**src/rtl/vram_dump_if.sv**
```systemverilog
// vram_dump_if: start/status, VRAM read port and byte-stream signals of the VRAM dumper
interface vram_dump_if;
  logic i_start;
  logic o_running;
  logic o_done;
  logic [10:0] o_vram_addr;
  logic o_vram_ce;
  logic o_vram_w;
  logic [8:0] i_vram_dout;
  logic [7:0] o_tx_data;
  logic o_tx_valid;
  logic i_tx_ready;
  modport master (
    input i_start, i_vram_dout, i_tx_ready,
    output o_running, o_done, o_vram_addr, o_vram_ce, o_vram_w, o_tx_data, o_tx_valid
  );
  modport slave (
    output i_start, i_vram_dout, i_tx_ready,
    input o_running, o_done, o_vram_addr, o_vram_ce, o_vram_w, o_tx_data, o_tx_valid
  );
endinterface

```
**src/rtl/vram_dump.sv**
```systemverilog
// vram_dump: walks VRAM first_addr..last_addr, streams low bytes with CR LF at row ends
module vram_dump #(
  parameter logic [10:0] first_addr = 11'h000,
  parameter logic [10:0] last_addr = 11'h7FF,
  parameter logic eol = 1'b1,
  parameter logic [7:0] nul_char = 8'h20
) (
  input logic i_clk,
  input logic i_rst,
  vram_dump_if.master bus
);
  typedef enum logic [2:0] {IDLE, FETCH, CAPTURE, SEND, CR, LF} state_t;
  state_t state_q, state_d;
  logic [10:0] addr_q, addr_d;
  logic [7:0] data_q, data_d;
  logic valid_q, valid_d, ce_q, ce_d, run_q, run_d, done_q, done_d;
  logic hs, last, row_end, adv;
  logic unused;
  assign unused = bus.i_vram_dout[8];
  assign hs = valid_q & bus.i_tx_ready;
  assign last = addr_q == last_addr;
  assign row_end = eol && (addr_q[5:0] == 6'h3F || last);
  always_comb begin
    state_d = state_q;
    addr_d = addr_q;
    data_d = data_q;
    valid_d = valid_q;
    ce_d = 1'b0;
    run_d = run_q;
    done_d = 1'b0;
    adv = 1'b0;
    case (state_q)
      IDLE: if (bus.i_start) begin
        state_d = FETCH;
        addr_d = first_addr;
        ce_d = 1'b1;
        run_d = 1'b1;
      end
      FETCH: state_d = CAPTURE;
      CAPTURE: begin
        state_d = SEND;
        data_d = bus.i_vram_dout[7:0] == 8'h00 ? nul_char : bus.i_vram_dout[7:0];
        valid_d = 1'b1;
      end
      SEND: if (hs) begin
        state_d = row_end ? CR : state_q;
        data_d = row_end ? 8'h0D : data_q;
        adv = !row_end;
      end
      CR: if (hs) begin
        state_d = LF;
        data_d = 8'h0A;
      end
      LF: adv = hs;
      default: state_d = IDLE;
    endcase
    // one shared exit path: either finish at last_addr or step to the next cell
    if (adv) begin
      valid_d = 1'b0;
      if (last) begin
        state_d = IDLE;
        run_d = 1'b0;
        done_d = 1'b1;
      end else begin
        state_d = FETCH;
        addr_d = addr_q + 11'd1;
        ce_d = 1'b1;
      end
    end
  end
  always_ff @(posedge i_clk) begin
    if (i_rst) begin
      state_q <= IDLE;
      addr_q <= '0;
      data_q <= '0;
      valid_q <= 1'b0;
      ce_q <= 1'b0;
      run_q <= 1'b0;
      done_q <= 1'b0;
    end else begin
      state_q <= state_d;
      addr_q <= addr_d;
      data_q <= data_d;
      valid_q <= valid_d;
      ce_q <= ce_d;
      run_q <= run_d;
      done_q <= done_d;
    end
  end
  assign bus.o_running = run_q;
  assign bus.o_done = done_q;
  assign bus.o_vram_addr = addr_q;
  assign bus.o_vram_ce = ce_q;
  assign bus.o_vram_w = 1'b0;
  assign bus.o_tx_data = data_q;
  assign bus.o_tx_valid = valid_q;
endmodule

```
**src/flat_wrapper.sv**
```systemverilog
// flat-port wrapper written by rule: the top's interface ports become plain ports
module vram_dump_flat 
#(
  parameter logic [10:0] first_addr = 11'h000,
  parameter logic [10:0] last_addr = 11'h7FF,
  parameter logic eol = 1'b1,
  parameter logic [7:0] nul_char = 8'h20
)
  (i_clk, i_rst, bus_i_start, bus_i_vram_dout, bus_i_tx_ready, bus_o_running, bus_o_done, bus_o_vram_addr, bus_o_vram_ce, bus_o_vram_w, bus_o_tx_data, bus_o_tx_valid);
  vram_dump_if bus_i ();
  input logic i_clk;
  input logic i_rst;
  input wire logic [$bits(bus_i.i_start)-1:0] bus_i_start;
  input wire logic [$bits(bus_i.i_vram_dout)-1:0] bus_i_vram_dout;
  input wire logic [$bits(bus_i.i_tx_ready)-1:0] bus_i_tx_ready;
  output wire logic [$bits(bus_i.o_running)-1:0] bus_o_running;
  output wire logic [$bits(bus_i.o_done)-1:0] bus_o_done;
  output wire logic [$bits(bus_i.o_vram_addr)-1:0] bus_o_vram_addr;
  output wire logic [$bits(bus_i.o_vram_ce)-1:0] bus_o_vram_ce;
  output wire logic [$bits(bus_i.o_vram_w)-1:0] bus_o_vram_w;
  output wire logic [$bits(bus_i.o_tx_data)-1:0] bus_o_tx_data;
  output wire logic [$bits(bus_i.o_tx_valid)-1:0] bus_o_tx_valid;
  assign bus_i.i_start = bus_i_start;
  assign bus_i.i_vram_dout = bus_i_vram_dout;
  assign bus_i.i_tx_ready = bus_i_tx_ready;
  assign bus_o_running = bus_i.o_running;
  assign bus_o_done = bus_i.o_done;
  assign bus_o_vram_addr = bus_i.o_vram_addr;
  assign bus_o_vram_ce = bus_i.o_vram_ce;
  assign bus_o_vram_w = bus_i.o_vram_w;
  assign bus_o_tx_data = bus_i.o_tx_data;
  assign bus_o_tx_valid = bus_i.o_tx_valid;
  vram_dump #(.first_addr(first_addr), .last_addr(last_addr), .eol(eol), .nul_char(nul_char)) u_core (.i_clk(i_clk), .i_rst(i_rst), .bus(bus_i));
endmodule
```
**config.mk**
```make
export PLATFORM = sky130hd
export DESIGN_NAME = vram_dump_flat
export DESIGN_NICKNAME = d
export VERILOG_FILES = /design/src/rtl/vram_dump_if.sv /design/src/rtl/vram_dump.sv /design/src/flat_wrapper.sv
export SDC_FILE = /design/constraint.sdc
export NUM_CORES = 1
export LEC_CHECK = 0
export BUFFER_PORTS_ARGS = -buffer_cell sky130_fd_sc_hd__buf_2
export CELL_PAD_IN_SITES_DETAIL_PLACEMENT = 0
export CELL_PAD_IN_SITES_GLOBAL_PLACEMENT = 1
export CORE_MARGIN = 4
export CORE_UTILIZATION = 38
export DETAILED_ROUTE_END_ITERATION = 7
export PLACE_DENSITY_LB_ADDON = 0.1
export SETUP_SLACK_MARGIN = 0.1
export SKIP_CTS_REPAIR_TIMING = 1
export SYNTH_ARGS = -nofsm -noshare
export SYNTH_HDL_FRONTEND = slang
export SYNTH_SLANG_ARGS = --single-unit
```
**constraint.sdc**
```tcl
create_clock -name i_clk -period 2.26 [get_ports i_clk]
set_input_delay 0 -clock i_clk [delete_from_list [all_inputs] [get_ports i_clk]]
set_output_delay 0 -clock i_clk [all_outputs]
set_load 0.02 [all_outputs]
```
==> out/summary.json <==
{
  "unrepaired_setup_endpoints_after_global_routing": "no",
  "number_of_enable_flip_flop_cells_after_synthesis": 0,
  "post_route_cells_drive_above_1_share_pct": 29.1,
  "max_clock_freq_mhz": 506,
  "wire_length_of_the_first_global_routing_pass_um": 6330,
  "nNetsFinal": 211,
  "via_per_inst": 5.76,
  "unique_cell_type_count_in_the_yosys_netlist": 58,
  "drt-wirelength-per-cell_um": 15.5,
  "grt_antenna_before_repair": 0,
  "post_synth_instance_area_um2": 1420,
  "core_region_area_um2": 3470,
  "worstSetupPathType": "register to register",
  "drv_slew": 0,
  "worst_path_top_cell_family_by_delay": "simple AND/OR/NAND/NOR gates",
  "grt.total_usage_pct": 15.9,
  "post_synth_and_or_nand_nor_area_fraction_pct": 25.7,
  "final_core_util_pct": 49.1,
  "synth_compound_gate_area_share_pct": 24.8,
  "clk-insertion-delay-late_ns": 0.28,
  "totalWireLength_um": 3760,
  "cell_pwr_density_nw_per_um2": 602,
  "cts-root-buf": "sky130_fd_sc_hd__clkbuf_8",
  "setup_viol_count_final": 0,
  "synthCells": 162,
  "cp_slowest_stage_delay_ns": 0.55,
  "synth_area_per_cell_um2": 8.77,
  "drv_cap": 0,
  "synth_fp_nets": 176,
  "critical_path.endpoint_type": "register",
  "globalRouteOverflowTotal": 0,
  "holdCritPathClass": "input port to register",
  "yosys_warnings": 0,
  "die_w_um": 69.1,
  "grt_max_degree": 24,
  "synth.yosys.seq_area_share_pct": 36.7,
  "fill_cells": 360,
  "ir_worst_vdd_mv": 0.311,
  "power.leakage_nw": 0.667,
  "vias": 1393,
  "synth-seq-cells": 26,
  "boundaryPins": 37,
  "cts-buffers-inserted": 3,
  "period_minus_slack_ns": 1.97,
  "clkSinkCount": 26,
  "cts.path.max_buffers": 2,
  "timing.clock.skew_ns": 0.00169,
  "clock_tree_from_tritoncts": "yes",
  "layout_commonest_cell": "sky130_fd_sc_hd__buf_2",
  "async_reset_ff_share_pct": 0,
  "row_count": 21,
  "critical_path.startpoint_type": "register",
  "clock_edge_transition_at_the_registers_on_the_reported_setup_and_hold_paths_ns": 0.09,
  "yosys_most_used_dff": "sky130_fd_sc_hd__dfxtp_1",
  "cts_htree_levels": 1,
  "synth_fa_ha_area_share_pct": 0.881,
  "totalNegativeSetupSlack_ns": 0,
  "floorplan.die.height_um": 69.1,
  "worst_hold_slack_ns": -0.0397,
  "worst-endpoint-required_ns": 2.48,
  "antenna_cells_inserted": 0,
  "cp_data_arrival_time_ns": 2.20,
  "number_of_drc_violations_after_detailed_routing_iteration_0": 73,
  "cp_slowest_cell": "sky130_fd_sc_hd__or3_1",
  "synthMuxAreaShare_pct": 2.20,
  "flow.area_growth_from_synthesis_pct": 19.8,
  "violations": "negative hold slack",
  "antenna_nets_post_route": 0,
  "worstPathMaxFanout": 6,
  "outcome": "finished with violations",
  "synth_area_leader_cell": "sky130_fd_sc_hd__dfxtp_1",
  "post_synth_main_area_contributors": "sky130_fd_sc_hd__dfxtp_1 (37%), sky130_fd_sc_hd__nand2_1 (3.4%), sky130_fd_sc_hd__a21oi_1 (3.2%)",
  "place_congestion": 0.795,
  "die_area_um2": 4780,
  "floorplan.initialDensity_pct": 40.9,
  "finalHoldViolations": 1,
  "drt_drc_violations_left": 0,
  "dr.pass1.iters": 4,
  "cp.buffers_inverters": 0,
  "yosys.area.top_type_share_pct": 36.7,
  "cp_cell_sequence": "ha_1, nand4_1, or3_1, a2111oi_2, nand3b_1",
  "layout.cells.most_common_list": "sky130_fd_sc_hd__buf_2 (34), sky130_fd_sc_hd__dfxtp_1 (26), sky130_fd_sc_hd__nand2_1 (13), sky130_fd_sc_hd__nor2_1 (11)",
  "dominant_combinational_cell_family_by_area_after_synthesis": "simple AND/OR/NAND/NOR gates",
  "hpwlAfterDp_um": 2780,
  "synthXorXnorAreaFrac_pct": 1.23,
  "timing.final.crit_share_pct": 87.4,
  "numPortBuffers": 34,
  "grt_pass1_vias": 1304
}
[worst reg2reg max path: cells and delay by family (launching register included)]
family          cells  cell delay (ns)
compound gates      1             0.30
fa+ha+maj           1             0.23
flops               1             0.44
simple gates        3             0.94
[cell families (layout without fill, tap and decap cells)]
| logic type | after synthesis | in the layout |
|---|---|---|
| multiplexers | 3 | 3 |
| adder cells (fa/ha/maj) | 1 | 1 |
| other | 1 | 1 |
| flip-flops | 26 | 26 |
| AND/OR/NAND/NOR | 67 | 67 |
| AO/OA/AOI/OAI | 42 | 42 |
| buffers and inverters | 20 | 54 |
| XOR/XNOR | 2 | 2 |
[layer usage]
metal	track usage (%)	vias to the layer above	share of wire, %
li1	-	685	-
met1	22.4	664	49
met2	23.7	40	45
met3	2.91	4	4.9
met4	6.51	0	1.5
met5	0	-	0
[layout make-up]
type | instances | area (um^2) | area share, %
Clock inverter | 1 | 30.0 | 1.76
Multi-Input combinational cell | 116 | 783 | 46.0
Inverter | 7 | 26.3 | 1.54
Tap cell | 46 | 57.6 | 3.38
Clock buffer | 3 | 41.3 | 2.43
Timing Repair Buffer | 43 | 243 | 14.3
Sequential cell | 26 | 520 | 30.6
[Yosys cell counts (all sizes together) (2+ instances only)]
cell type and count:
nand3 8, a21oi 10, nand4 5, a32oi 3, and2 2, dfxtp 26
nor3b 2, mux2i 2, and4 2, o32ai 3, nor4 2, inv 7
or3 3, clkbuf 3, o21ai 4, buf 10, nand2 14, a2111oi 2
nor3 10, a311oi 6, o2111ai 2, nor2 11
[report_power, final]
group | switching, mW | internal, mW | total, mW | leakage (nW)
clock network | 0.159 | 0.237 | 0.396 | 0.0357
registers | 0.0179 | 0.478 | 0.496 | 0.211
logic | 0.0832 | 0.0498 | 0.133 | 0.420
[worst paths after layout]
path | from | endpoint | slack, ns | cells past startpoint
worst max-delay path | u_core.bus.o_vram_addr[0] | u_core.bus.o_vram_addr[3] | 0.29 | 5
worst min-delay path | bus_i_vram_dout[6] | u_core.bus.o_tx_data[6] | -0.04 | 3
worst max register to register | u_core.bus.o_vram_addr[0] | u_core.bus.o_vram_addr[3] | 0.29 | 5
worst min register to register | u_core.bus.o_running | u_core.bus.o_running | 0.48 | 2
[state kept, by name (all words and copies together), names as in the netlist]
signal,cells
u_core.bus.o_done,1
u_core.bus.o_vram_ce,1
u_core.bus.o_tx_data,8
u_core.bus.o_tx_valid,1
u_core.bus.o_running,1
u_core.state_q,3
u_core.bus.o_vram_addr,11
[per-stage QoR]
stage               total power [mW]  setup slack, ns  std cells  area (um^2)
finish                          1.02            0.286        242         1700
global route                    1.06            0.119        242         1700
CTS                             1.03            0.197        240         1680
detailed placement             0.637            0.231        236         1610
global placement               0.633            0.324        236         1610
floorplan                      0.594            0.239        162         1420
(Power assumes the default switching activity.)
